## config.mk

```make
export PLATFORM = sky130hd
export DESIGN_NAME = irq_ctrl
export DESIGN_NICKNAME = d
export VERILOG_FILES = /design/src/rtl/irq_ctrl.sv
export SDC_FILE = /design/constraint.sdc
export NUM_CORES = 1
export LEC_CHECK = 0
export CORE_ASPECT_RATIO = 1.4
export CORE_MARGIN = 5
export CORE_UTILIZATION = 59
export CTS_CLUSTER_SIZE = 16
export DETAILED_ROUTE_END_ITERATION = 8
export PLACE_DENSITY_LB_ADDON = 0.12
export RECOVER_POWER = 25
export SYNTH_ARGS = -nofsm -noshare
export SYNTH_HDL_FRONTEND = slang
export SYNTH_SLANG_ARGS = --single-unit
```

## constraint.sdc

```tcl
create_clock -name clk -period 11.84 [get_ports clk]
set_input_delay 2.96 -clock clk [delete_from_list [all_inputs] [get_ports clk]]
set_output_delay 2.96 -clock clk [all_outputs]
set_load 0.05 [all_outputs]
```

## src/rtl/irq_ctrl.sv

```systemverilog
// irq_ctrl: per-source pending slots, a round-robin grant into an event FIFO,
// and a CPU-side interface that pops on the rising edge of ack.
module irq_ctrl #(
  parameter int unsigned NSRC  = 4,
  parameter int unsigned DEPTH = 4
) (
  input  logic              clk,
  input  logic              reset,
  input  logic [NSRC-1:0]   src_req,
  input  logic [8*NSRC-1:0] src_data,
  output logic [NSRC-1:0]   src_busy,
  output logic              irr,
  output logic [7:0]        r_data,
  output logic [2:0]        r_src,
  input  logic              ack,
  output logic [NSRC-1:0]   ovf,
  input  logic              ovf_clr
);

  localparam int unsigned PW = $clog2(DEPTH);

  typedef struct packed {
    logic [2:0] src;
    logic [7:0] data;
  } entry_t;

  logic [NSRC-1:0]        pend_q, pend_d;
  logic [NSRC-1:0][7:0]   slot_q, slot_d;
  logic [NSRC-1:0]        ovf_q, ovf_d;
  logic [2:0]             rr_q, rr_d;
  logic                   ack_q;
  entry_t [DEPTH-1:0]     mem_q;
  logic [PW-1:0]          wptr_q, rptr_q;
  logic [PW:0]            cnt_q;

  logic                   pop, full, can_push, gnt_vld, push;
  logic [2:0]             gnt_idx;
  logic [NSRC-1:0]        gnt_oh;
  logic [7:0]             push_data;
  int unsigned            best, off;
  entry_t                 head;

  assign full     = (cnt_q == (PW+1)'(DEPTH));
  assign pop      = ack && !ack_q && (cnt_q != '0);
  assign can_push = !full || pop;
  assign push     = gnt_vld && can_push;

  // Round-robin arbiter: pick the pending slot closest (modulo NSRC) at or after rr_q.
  always_comb begin
    gnt_vld = 1'b0;
    gnt_idx = '0;
    best    = NSRC;
    off     = 0;
    for (int unsigned i = 0; i < NSRC; i++) begin
      if (pend_q[i]) begin
        off = (i + NSRC - 32'(rr_q)) % NSRC;
        if (off < best) begin
          best    = off;
          gnt_vld = 1'b1;
          gnt_idx = 3'(i);
        end
      end
    end
  end

  // Decode the grant into a one-hot mask and select the payload being pushed.
  always_comb begin
    gnt_oh    = '0;
    push_data = '0;
    for (int unsigned i = 0; i < NSRC; i++) begin
      if (push && (gnt_idx == 3'(i))) begin
        gnt_oh[i] = 1'b1;
        push_data = slot_q[i];
      end
    end
    rr_d = rr_q;
    if (push) begin
      rr_d = (gnt_idx == 3'(NSRC-1)) ? '0 : gnt_idx + 3'd1;
    end
  end

  // Pending slot update: a strobe refills a granted slot, but is dropped (and flagged) on an occupied one.
  // ovf_clr is applied first so a same-cycle drop still leaves the flag set.
  always_comb begin
    pend_d = pend_q;
    slot_d = slot_q;
    ovf_d  = ovf_clr ? '0 : ovf_q;
    for (int unsigned i = 0; i < NSRC; i++) begin
      if (gnt_oh[i]) begin
        pend_d[i] = 1'b0;
      end
      if (src_req[i]) begin
        if (!pend_q[i] || gnt_oh[i]) begin
          pend_d[i] = 1'b1;
          slot_d[i] = src_data[8*i +: 8];
        end else begin
          ovf_d[i] = 1'b1;
        end
      end
    end
  end

  // Slot, overflow, arbiter pointer and ack-edge registers.
  always_ff @(posedge clk or negedge reset) begin
    if (!reset) begin
      pend_q <= '0;
      slot_q <= '0;
      ovf_q  <= '0;
      rr_q   <= '0;
      ack_q  <= 1'b0;
    end else begin
      pend_q <= pend_d;
      slot_q <= slot_d;
      ovf_q  <= ovf_d;
      rr_q   <= rr_d;
      ack_q  <= ack;
    end
  end

  // Event FIFO storage, pointers and occupancy count.
  always_ff @(posedge clk or negedge reset) begin
    if (!reset) begin
      mem_q  <= '0;
      wptr_q <= '0;
      rptr_q <= '0;
      cnt_q  <= '0;
    end else begin
      if (push) begin
        mem_q[wptr_q] <= '{src: gnt_idx, data: push_data};
        wptr_q        <= wptr_q + 1'b1;
      end
      if (pop) begin
        rptr_q <= rptr_q + 1'b1;
      end
      if (push && !pop) begin
        cnt_q <= cnt_q + 1'b1;
      end else if (pop && !push) begin
        cnt_q <= cnt_q - 1'b1;
      end
    end
  end

  assign head     = mem_q[rptr_q];
  assign irr      = (cnt_q != '0);
  assign r_data   = irr ? head.data : '0;
  assign r_src    = irr ? head.src  : '0;
  assign src_busy = pend_q;
  assign ovf      = ovf_q;

endmodule

```

==> results of run 1 <==
-- per-stage QoR --
stage | cell area (um2) | cells
3_3_place_gp | 5010 | 519
2_1_floorplan | 4400 | 381
6_report | 5180 | 535
3_5_place_dp | 5010 | 519
5_1_grt | 5180 | 535
4_1_cts | 5180 | 535
-- routing by layer --
layer,wire (um),track usage,up-vias
li1,-,-,1438
met1,3630,0.247,1489
met2,4380,0.316,67
met3,350,0.0433,11
met4,153,0.0643,0
met5,0,0,-
-- state kept, by name, indices dropped and copies added (netlist names) --
| signal | cells |
|---|---|
| slot_q | 32 |
| wptr_q | 2 |
| ovf | 4 |
| src_busy | 4 |
| mem_q | 40 |
| rptr_q | 2 |
| rr_q | 2 |
| ack_q | 1 |
| cnt_q | 3 |
-- worst paths after layout --
kind,from,cells after the start,endpoint
max reg2reg,src_busy[0]$_DFF_PN0_,15,slot_q[31]$_DFFE_PN0P_
min in group asynchronous,reset,1,mem_q[41]$_DFFE_PN0P_
max in group clk,rptr_q[0]$_DFFE_PN0P_,3,r_data[5]
min,cnt_q[2]$_DFFE_PN0P_,1,cnt_q[2]$_DFFE_PN0P_
max,reset,1,slot_q[21]$_DFFE_PN0P_
min reg2reg,cnt_q[2]$_DFFE_PN0P_,1,cnt_q[2]$_DFFE_PN0P_
-- synthesized netlist by cell type, types with 3 or more instances --
| library cell | count |
|---|---|
| dfrtp_1 | 90 |
| clkbuf_1 | 8 |
| buf_2 | 6 |
| nand2_1 | 15 |
| buf_6 | 4 |
| and2_1 | 10 |
| mux2_2 | 41 |
| a22oi_1 | 9 |
| a21bo_2 | 4 |
| a21o_1 | 5 |
| ha_1 | 11 |
| inv_1 | 22 |
| mux4_2 | 10 |
| a21boi_2 | 4 |
| a211oi_2 | 3 |
| o21ai_0 | 13 |
| a21oi_1 | 50 |
| nor2_1 | 36 |
| xor2_1 | 3 |
| xnor2_1 | 4 |
| a32o_1 | 4 |
| nand2b_1 | 4 |
-- area by class of cell --
| class | instances | share of cell area |
|---|---|---|
| Timing Repair Buffer | 62 | 0.117 |
| Sequential cell | 90 | 0.435 |
| Clock buffer | 10 | 0.0266 |
| Clock inverter | 6 | 0.00773 |
| Multi-Input combinational cell | 248 | 0.375 |
| Tap cell | 97 | 0.0234 |
| Inverter | 22 | 0.0159 |
-- cells by family (layout without fill, tap and decap cells) --
group                    after synthesis  after routing  share of synthesized area
AND/OR/NAND/NOR                       75             75                     0.0807
AO/OA/AOI/OAI                        101            101                      0.152
XOR/XNOR                               7              7                     0.0139
buffers and inverters                 43            100                     0.0469
other                                  1              1                   0.000852
adder cells (fa/ha/maj)               12             12                     0.0358
flip-flops                            90             90                      0.512
multiplexers                          52             52                      0.158
==> summary.md, run 1 <==
| Metric | Value |
|---|---|
| DRC | 0 |
| CP Launch Type | input port |
| Final Critical Period | about 6800 ps |
| Die H | 112 um |
| Global-route wire length before repair | 14,400 um |
| Tightest Pin Transition | 4600 ps |
| Setup Skew | between 7 and 8 ps |
| Per-instance average area after synthesis | 11.5 um2 |
| Vias per cell | 5.62 |
| Critical Path RT | 11,230 ps |
| Root buf cell | clkbuf_8 |
| Worst Setup Slack, final | 5050 ps |
| Die area | ~9300 um2 |
| Total number of vias | 3,005 |
| I/O Buffers | 58 |
| Vias in the first global route | 2,968 |
| Rows | 37 |
| Top-area cell type share of the netlist area | 0.512 |
| Cell variety after synth | 41 |
| Worst path bufs/invs | 1 |
| Yosys warnings | 0 |
| RePlAce Congestion | 0.810 |
| Yosys reg bits | 90 |
| Starting DRT DRC Count | 150 |
| Post-route ant nets | 0 |
| Failing checks | max-capacitance violations, max-slew violations |
| Initial cell density of the core | 0.602 |
| Area growth syn-to-layout | 17.7% |
| Family with the most delay on the worst path | buffers and inverters |
| Post-Synthesis Cell Area | about 4400 um2 |
| Routed WL | 8510 um |
| Setup Buffers After CTS | 0 |
| CTS HTree Levels | 3 |
| Yosys top cell by area | dfrtp_1 |
| CTS tree | built |
| Final Slew Violations | between 90 and 100 |
| Max-cap violations | 1 |
| CP Max Fanout | 90 |
| WS Path Type | input port to async pin |
| FFs w/ async S/R, synth | 1.00 |
| Core area | 7310 um2 |
| CP arrival | slightly above 6000 ps |
| Total negative slack | 0 ps |
| CP cell instances | clkbuf_1 |
| Gate Count Post-Synth | roughly 380 |
| Status | finished with violations |
| Pin count of the biggest net entering global routing | 91 |
| Commonest cells after routing, fill and taps aside | dfrtp_1, clkdlybuf4s50_1, a21oi_1, mux2_2, nor2_1 |
| Num Clock Sinks | 90 |
| Setup violators final | 0 |
| Max transition margin | -2.06 |
| Place WS | 6320 ps |
| Clk buf depth | 2 |
| Sequential share of the synthesized area | 0.512 |
| Initial antenna violation count | 0 |
| Share of cells above drive strength 1 | 0.194 |
| Drt wl/cell | between 15 and 20 um |
| Hold buffer count at cts | 0 |
| Synth top area cells | dfrtp_1, mux2_2, a21oi_1 |
| RSZ-0062 raised after global routing | no |
| GRT Total Usage | 0.190 |
| Fillers | 564 |
| Critical Path Sink Type | async pin |
| Ant diodes | 0 |
| Most common flop cell mapped by yosys | dfrtp_1 |
| Net count after synthesis | 433 |
| Max Fclk | 0.147 GHz |
| Period utilisation layout | 0.573 |
| Width of the die | 83.0 um |
| CTS buffer count | 9 |
| Cts repair resizes | 0 |
| CTS clock-pin slew for the worst setup and hold paths | ~80 ps |
| Initial DRT Pass Iterations | 4 |
| Net count, final | slightly below 500 |
| Register area | 2250 um2 |
| Slack of the worst reg-to-reg path | 6670 ps |
| Worst path slowest cell | clkbuf_1 |
| Most common cell after layout, fill and taps aside | dfrtp_1 |
| WHS | 488 ps |
| Multi-input logic area | 1940 um2 |
| CP peak stage delay | 3170 ps |
| I/O pins | 60 |
| GRT Residual Overflow | 0 |
| EDFF count, synth | 0 |
| Post-DP HPWL | about 6100 um |
| Util after Layout | 0.708 |
| Final hold vios | 0 |
| Clock Latency Late Sink | 360 ps |
| Hold Path Class | flop to flop |
Power of run 1 is not shown: default switching activity piles up to over one toggle a cycle in this logic, so the estimate is an artifact.
==> inputs of run 2 (changes only) <==
--- a/config.mk
+++ b/config.mk
@@ -7,7 +7,7 @@
 export LEC_CHECK = 0
 export CORE_ASPECT_RATIO = 1.4
 export CORE_MARGIN = 5
-export CORE_UTILIZATION = 59
+export CORE_UTILIZATION = 50
 export CTS_CLUSTER_SIZE = 16
 export DETAILED_ROUTE_END_ITERATION = 8
 export PLACE_DENSITY_LB_ADDON = 0.12
==> constraint.sdc (replaced) <==
create_clock -name clk -period 5.6 [get_ports clk]
set_input_delay 1.4 -clock clk [delete_from_list [all_inputs] [get_ports clk]]
set_output_delay 1.4 -clock clk [all_outputs]
set_load 0.05 [all_outputs]
==> run 2 against run 1 <==
Against the previous run: the flow still finishes with violations (max-capacitance violations, max-slew violations); wire length rose by 5.1%; critical endpoint unchanged; sequential cell count did not move; design area is 2.7% higher; final cell count up 1.9%; global-route usage fell by 1.2 points; clock skew is 1.5 ps lower; critical path depth is 14 higher.
==> summary.md, run 2 (same netlist as run 1, synthesis figures left out) <==
| Metric | Value |
|---|---|
| Core area | 8610 um2 (was 7310 um2) |
| Stages on the worst setup path | 15 (was 1) |
| Critical Path Sink Type | flop (was async pin) |
| Register area | 2250 um2 (unchanged) |
| CTS HTree Levels | 3 (unchanged) |
| Num Clock Sinks | 90 (unchanged) |
| Biggest register | mem_q (unchanged) |
| RePlAce Congestion | 0.794 (was 0.810) |
| FF-to-FF path depth | 15 (unchanged) |
| Total negative slack | 0 ps (unchanged) |
| Root buf cell | clkbuf_16 (was clkbuf_8) |
| Worst path bufs/invs | 0 (was 1) |
| GRT Residual Overflow | 0 (unchanged) |
| Clock Latency Late Sink | 330 ps (was 360 ps) |
| Worst path slowest cell | dfrtp_1 (was clkbuf_1) |
| Initial DRT Pass Iterations | 5 (was 4) |
| Initial antenna violation count | 0 (unchanged) |
| I/O Buffers | 58 (unchanged) |
| Initial cell density of the core | 0.511 (was 0.602) |
| Starting DRT DRC Count | 151 (was 150) |
| Commonest cells after routing, fill and taps aside | dfrtp_1, clkdlybuf4s50_1, a21oi_1, mux2_2, nor2_1 (unchanged) |
| CTS clock-pin slew for the worst setup and hold paths | 60 ps (was 80 ps) |
| Area growth syn-to-layout | 20.9% (was 17.7%) |
| Fillers | 709 (was 564) |
| Top cell by count, worst path | ha_1 |
| Max FFs per register | 40 (unchanged) |
| Pin count of the biggest net entering global routing | 65 (was 91) |
| CP cell instances | mux2i_1 -> a32oi_1 -> ha_1 -> o22ai_1 -> o21ai_0 -> nor2_1 -> a21o_1 -> ha_1 -> nand2b_1 -> or2_2 -> o211ai_1 -> ha_1 -> a21bo_2 -> a21boi_2 -> mux2_2 (was clkbuf_1) |
| Family with the most delay on the worst path | compound AO/OA/AOI/OAI gates (was buffers and inverters) |
| Post-DP HPWL | 6480 um (was 6140 um) |
| CP Max Fanout | 17 (was 90) |
| Vias per cell | 5.50 (was 5.62) |
| GRT Total Usage | 0.178 (was 0.190) |
| Ant diodes | 0 (unchanged) |
| Rows | 40 (was 37) |
| Setup violators final | 0 (unchanged) |
| Final hold vios | 0 (unchanged) |
| Die area | 10,800 um2 (was 9310 um2) |
| Final Critical Period | between 4000 and 5000 ps |
| Cts repair resizes | 0 (unchanged) |
| Slack of the worst reg-to-reg path | 620 ps (was 6670 ps) |
| Final Slew Violations | 65 (was 91) |
| CP arrival | 5190 ps (was 6180 ps) |
| Post-route ant nets | 0 (unchanged) |
| Max Fclk | 0.201 GHz |
| Net count, final | 487 (was 485) |
| Multi-input logic area | 1940 um2 (unchanged) |
| Vias in the first global route | 3,112 (was 2,968) |
| CTS buffer count | 9 (unchanged) |
| Status | finished with violations (unchanged) |
| Max-cap violations | 1 (unchanged) |
| CTS tree | built (unchanged) |
| Drt wl/cell | 16.4 um (was 15.9 um) |
| Max transition margin | -0.0484 (was -2.06) |
| Biggest registers after layout | mem_q: 40 flops, slot_q: 32 flops (unchanged) |
| Most common cell after layout, fill and taps aside | dfrtp_1 (unchanged) |
| Critical Path RT | 5820 ps (was 11,230 ps) |
| Period utilisation layout | 0.889 |
| Die H | 121 um (was 112 um) |
| Tightest Pin Transition | 1570 ps (was 4600 ps) |
| Routed WL | 8940 um (was 8510 um) |
| CP peak stage delay | 660 ps (was 3170 ps) |
| Setup Buffers After CTS | 0 (unchanged) |
| RSZ-0062 raised after global routing | no (unchanged) |
| Setup Skew | 6.17 ps (was 7.68 ps) |
| Share of cells above drive strength 1 | 0.195 (was 0.194) |
| I/O pins | 60 (unchanged) |
| Width of the die | 89.3 um (was 83.0 um) |
| Hold Crit Depth | 1 (unchanged) |
| WS Path Type | flop to flop (was input port to async pin) |
| DRC | 0 (unchanged) |
| Hold Path Class | flop to flop (unchanged) |
| Global-route wire length before repair | 14,900 um (was 14,400 um) |
| Failing checks | max-capacitance violations, max-slew violations (unchanged) |
| Hold buffer count at cts | 0 (unchanged) |
| Total number of vias | 2,997 (was 3,005) |
| CP Launch Type | flop (was input port) |
| Clk buf depth | 2 (unchanged) |
-- run 2: cell types whose count changed in the layout (fill, tap and decap cells not counted) --
cell,before,now
clkbuf_2,0,1
clkbuf_16,0,9
clkbuf_1,1,2
clkbuf_8,10,0
bufinv_16,0,1
buf_4,4,5
clkinv_2,3,2
-- run 2: layer usage --
metal	part of all wire	wire (um)	up-vias	global-route usage
met5	0	0	-	0
met4	0.016	144	0	0.0661
met3	0.049	435	13	0.0374
met2	0.51	4540	80	0.291
met1	0.43	3830	1465	0.232
li1	-	-	1439	-
-- run 2: layout make-up --
| class | count | share of cell area |
|---|---|---|
| clock inverters | 6 | 0.0122 |
| clock buffers | 10 | 0.0430 |
| multi-input cells | 248 | 0.365 |
| inverters | 22 | 0.0155 |
| well taps | 105 | 0.0247 |
| repair buffers | 64 | 0.116 |
| flip-flops and latches | 90 | 0.423 |
-- run 2: through the flow --
stage | hold slack, ps | area (um2) | util | setup WS, ps | cells
finish | 478 | 5320 | 0.618 | 624 | 545
global route | 518 | 5320 | 0.618 | 307 | 545
CTS | 483 | 5330 | 0.619 | 689 | 545
detailed placement | 471 | 5030 | 0.584 | 717 | 529
global placement | 463 | 5030 | 0.584 | 881 | 529
floorplan | 447 | 4400 | - | 1040 | 381
-- run 2: final timing paths --
check                                           start                      to
worst max-delay path            src_busy[0]$_DFF_PN0_  slot_q[21]$_DFFE_PN0P_
worst min-delay path             cnt_q[2]$_DFFE_PN0P_    cnt_q[2]$_DFFE_PN0P_
worst max register to register  src_busy[0]$_DFF_PN0_  slot_q[21]$_DFFE_PN0P_
worst min register to register   cnt_q[2]$_DFFE_PN0P_    cnt_q[2]$_DFFE_PN0P_
max in group asynchronous                       reset    mem_q[6]$_DFFE_PN0P_
min in group asynchronous                       reset    cnt_q[0]$_DFFE_PN0P_
-- run 2: worst register-to-register path, cell delays in order, from the launching register on --
cell and delay, ps:
dfrtp_1 660, mux2i_1 270, a32oi_1 100, ha_1 380
o22ai_1 90, o21ai_0 320, nor2_1 70, a21o_1 160
ha_1 180, nand2b_1 150, or2_2 290, o211ai_1 440
ha_1 650, a21bo_2 320, a21boi_2 370, mux2_2 390
Power of run 2 is left out for the same reason.
==> edit 1: new RTL, flow settings as in run 2 <==
Make the reset (`reset`) synchronous in 2 clocked blocks.
--- a/src/rtl/irq_ctrl.sv
+++ b/src/rtl/irq_ctrl.sv
@@ -101,7 +101,7 @@
   end
 
   // Slot, overflow, arbiter pointer and ack-edge registers.
-  always_ff @(posedge clk or negedge reset) begin
+  always_ff @(posedge clk) begin
     if (!reset) begin
       pend_q <= '0;
       slot_q <= '0;
@@ -118,7 +118,7 @@
   end
 
   // Event FIFO storage, pointers and occupancy count.
-  always_ff @(posedge clk or negedge reset) begin
+  always_ff @(posedge clk) begin
     if (!reset) begin
       mem_q  <= '0;
       wptr_q <= '0;
Behaviour: differs if reset is asserted again (counterexample within 4 cycles, from zero or initial values and one cycle with reset low); with reset held inactive, the same outputs for 4 cycles.
==> edit 1 against run 2 <==
  * The flow still finishes with violations (max-capacitance violations, max-slew violations)
  * Synthesized area up 4.6%
  * Worst setup slack better by 0.17 ns
  * Cell area up 3.3%
  * Die area up 4.1%
  * Routed wire length up 19%
  * Sequential cell count unchanged
  * Critical endpoint is now mem_q[14]$_SDFFE_PN0P_
  * Highest routed layer unchanged
==> edit 1: results (changes against run 2) <==
- GRT Util Overall: 19.2% (+1.4 points)
- Status: finished, violations left
- DR pass1 iterations: 4 (-1)
- Post-synthesis async set-or-reset flop share: 0% (-100 points)
- GR Util met2: 32.4% (+3.3 points)
- Synth cell count leaders: 90 x dfxtp_1, 64 x nand2_1, 49 x nor2b_1, 36 x mux2i_1, 33 x nand3_1
- Vias in the first global route: 3483 (+12%)
- Fin nets: 580 (+19%)
- Sequential element share of the synthesized area: 39.2% (-12 points)
- Layout cells sized above 1: 7.88% (-12 points)
- Met1 Use GR: 24.4% (+1.2 points)
- First-pass GRT wire length: 17.4 mm (+17%)
- Synthesized Nets: 538 (+24%)
- HPWL reported at the end of detailed placement: 7.82 mm (+21%)
- Area post-placement: 5200 um2 (+3.4%)
- Slew Viols, Final: 98 (+51%)
- Finished Layout Cells: 640 (+17%)
- Max cap viols: 2 (+1)
- Worst EP arrival: 5.04 ns (-0.15 ns)
- Cell variety after synth: 45 (+9.8%)
- Clock Skew: 0.00523 ns (-0.000945 ns)
- Antenna violations before repair: 0 (unchanged)
- Iter 0 DRT Violations: 179 (+19%)
- Top cell type by total area after synthesis: dfxtp_1
- Gpl congestion: 0.858 (+8.0%)
- Largest net degree at the start of global routing: 51 (-22%)
- Hold_sp: mem_q[36]$_SDFFE_PN0P_
- Synth top area cells: dfxtp_1 39%, mux2i_1 7.8%, nor2b_1 6.7%, nand2_1 5.2%, mux4_2 4.9%
- Via count: 3588 (+20%)
- Mean routed wirelength per cell: 16.6 um (+1.3%)
- Met3 usage: 3.71% (-0.024 points)
- Clock Latency Late Sink: 0.34 ns
- Filler instances: 813 (+15%)
- Cells after DPL: 624 (+18%)
- CP Launch Point: src_busy[0]$_SDFF_PN0_
- Failing checks: max-capacitance violations, max-slew violations
- Ys Warns: 0 (unchanged)
==> edit 1: cell families after synthesis <==
kind of cell | count (synthesis) | share of synthesized area, %
multiplexers | 46 | 12.7
flip-flops | 90 | 39.2
AO/OA/AOI/OAI | 110 | 19.2
XOR/XNOR | 6 | 1.14
buffers and inverters | 40 | 3.78
AND/OR/NAND/NOR | 181 | 20.4
other | 1 | 0.0815
adder cells (fa/ha/maj) | 12 | 3.43
==> edit 1: where the power goes <==
group	internal (W)	switching (W)	total (W)
logic	0.000405	0.000618	0.00102
registers	0.000759	0.000114	0.000873
clock network	0.000349	0.000253	0.000602
total	0.00151	0.000985	0.00250
==> edit 1: layer usage <==
layer  vias up  part of all wire [%]
met4         0                   1.6
met5         -                     0
met2        82                    49
li1       1788                     -
met3        15                   4.4
met1      1703                    45
==> edit 1: layout make-up <==
cell class	count	area (um2)	area share, %
multi-input combinational	356	2630	47.9
inverter	10	37.5	0.683
clock inverter	5	65.1	1.18
clock buffer	11	233	4.24
timing repair buffer	61	593	10.8
sequential	90	1800	32.8
tap	107	134	2.44
==> edit 1: stage by stage <==
stage	setup WS [ns]	hold WS [ns]
2_1_floorplan	1.17	0.432
3_3_place_gp	1.14	0.439
3_5_place_dp	0.891	0.443
4_1_cts	0.860	0.452
5_1_grt	0.389	0.469
6_report	0.792	0.451
==> edit 1: path summary, 6_finish.rpt <==
check                      endpoint  slack [ns]  cells past startpoint
max reg2reg  mem_q[14]$_SDFFE_PN0P_        0.79                     18
min          mem_q[36]$_SDFFE_PN0P_        0.45                      2
max          mem_q[14]$_SDFFE_PN0P_        0.79                     18
min reg2reg  mem_q[36]$_SDFFE_PN0P_        0.45                      2
==> edit 1: critical path, stage by stage (launching register included) <==
cell and delay (ns):
dfxtp_1 0.64, nand2_1 0.17, o31ai_1 0.31, inv_1 0.08
ha_1 0.27, o21ai_0 0.10, a2bb2o_1 0.38, nand2_1 0.11
mux2i_1 0.21, ha_1 0.22, o32a_1 0.15, o32ai_1 0.11
a21oi_1 0.48, inv_1 0.14, ha_1 0.31, nor2_1 0.45
o211ai_1 0.30, nand3_1 0.18, a21boi_0 0.09
==> edit 2: new RTL, flow settings as in run 2 <==
Without the edit above. Set the parameter `DEPTH` to 16 (it was 4).
--- a/src/rtl/irq_ctrl.sv
+++ b/src/rtl/irq_ctrl.sv
@@ -2,7 +2,7 @@
 // and a CPU-side interface that pops on the rising edge of ack.
 module irq_ctrl #(
   parameter int unsigned NSRC  = 4,
-  parameter int unsigned DEPTH = 4
+  parameter int unsigned DEPTH = 16
 ) (
   input  logic              clk,
   input  logic              reset,
Behaviour: same outputs for any inputs over 4 cycles, from zero or initial values and one cycle with reset low; that may be too few to reach the edited logic, so the function may still have changed.
==> edit 2 against run 2 <==
  * The run still ends with max-capacitance violations, max-slew violations left
  * Synthesized area rose by 150%
  * Cell area rose by 140%
  * First-iteration DRC count rose by 140%
  * Utilization fell by 3.4 points
  * Clock skew rose by 0.0018 ns
  * Worst hold slack improved by 0.0037 ns
  * Sequential cell count rose by 126
  * Global-route usage rose by 3.0 points
  * Cell count rose by 100%
  * Routed wire length rose to 2.8 times the old value
  * Worst setup slack got worse by 0.27 ns
Power is not shown: default switching activity piles up to over one toggle a cycle in this logic, so the estimate is an artifact.
==> edit 2: results (changes against run 2) <==
- Vias in the first global route: 6946 (+120%)
- First-pass GRT wire length: 40.6 mm (+170%)
- Clock buffer depth: 3 (+1)
- CP max FO: 16 (-1)
- Worst Hold Path Cells: 2 (+1)
- Sequential element share of the synthesized area: 49.3% (-1.9 points)
- Clock Latency Late Sink: 0.51 ns (+0.18 ns)
- Layout cells sized above 1: 39.6% (+20 points)
- Slew headroom: -104% (-99 points)
- M1 wire length: 10.6 mm (+180%)
- Cells after Synth: 741 (+94%)
- Failing checks: max-capacitance violations, max-slew violations
- Clock Skew: 0.00798 ns (+0.00181 ns)
- Synth top area cells: dfrtp_1 49%, mux2_4 14%, mux4_2 8.2%, mux2_2 7.2%, buf_6 2.6%
- Status: finished, violations left
- Largest net degree at the start of global routing: 121 (+86%)
- WL final: 25.3 mm (+180%)
- Worst EP arrival: 5.64 ns (+0.45 ns)
- Synth cell count leaders: 216 x dfrtp_1, 104 x mux2_4, 70 x mux2_2, 40 x mux4_2, 34 x nand2_1
- Reg2reg start: rr_q[0]$_DFFE_PN0P_
- Synthesized Nets: 797 (+84%)
- Final Worst Setup Slack: 0.353 ns (-0.271 ns)
- Flop2flop setup slack: 0.35 ns (-0.27 ns)
- R2R Path End: mem_q[77]$_DFFE_PN0P_
- Fin nets: 844 (+73%)
- Adder-cell area share of the yosys netlist: 1.89% (-1.7 points)
- Cell variety after synth: 47 (+15%)
- Largest regs: mem_q (160), slot_q (32), cnt_q (5)
- H-tree levels: 1 (-2)
- GRT Util Overall: 20.8% (+3.0 points)
- Hold endpoint: mem_q[108]$_DFFE_PN0P_
- Hold_sp: mem_q[108]$_DFFE_PN0P_
- Gpl congestion: 0.874 (+10%)
- Met2 WL: 12.8 mm (+180%)
- Finished Layout Cells: 1101 (+100%)
- Slew Viols, Final: 120 (+85%)
- CP Launch Point: rr_q[0]$_DFFE_PN0P_
- Mux contribution to synthesized area: 30.6% (+15 points)
- Vias per inst: 5.73 (+4.1%)
- XOR/XNOR Fraction of Synth Area: 0.958% (-0.43 points)
- DR top layer: met4
- Max cap viols: 1 (unchanged)
- Max stage delay on crit path: 0.48 ns (-0.18 ns)
- Routed wl met3: 1.24 mm (+180%)
- Setup Slack @ Placement: 0.241 ns (-0.476 ns)
- Reg2reg path depth: 21 (+6)
- Area post-placement: 11600 um2 (+130%)
==> edit 2: cell count changes after synthesis, sizes merged, moves of 19 or more <==
cell	change
a211oi	+24
a21oi	-38
mux4	+30
nand2	+19
mux2	+133
nor2	-22
buf	+31
dfrtp	+126
==> edit 2: routing by layer <==
layer / track usage, % / vias up
met4: 5.85 / 0
met3: 2.80 / 49
met1: 27.4 / 3279
li1: - / 2790
met2: 36.3 / 187
met5: 0 / -
==> edit 2: layout make-up <==
cell class | count | area (um2)
Sequential cell | 216 | 5410
Clock buffer | 27 | 621
Tap cell | 297 | 372
Multi-Input combinational cell | 448 | 5070
Fill cell | 1714 | 9030
Clock inverter | 13 | 273
Timing Repair Buffer | 76 | 823
Inverter | 24 | 98.8
==> edit 2: what timing repair did <==
action | 4_1_cts | 5_1_grt
setup buffers | 0 | 7
setup endpoints to repair | 0 | 160
gates resized for setup | 0 | 17
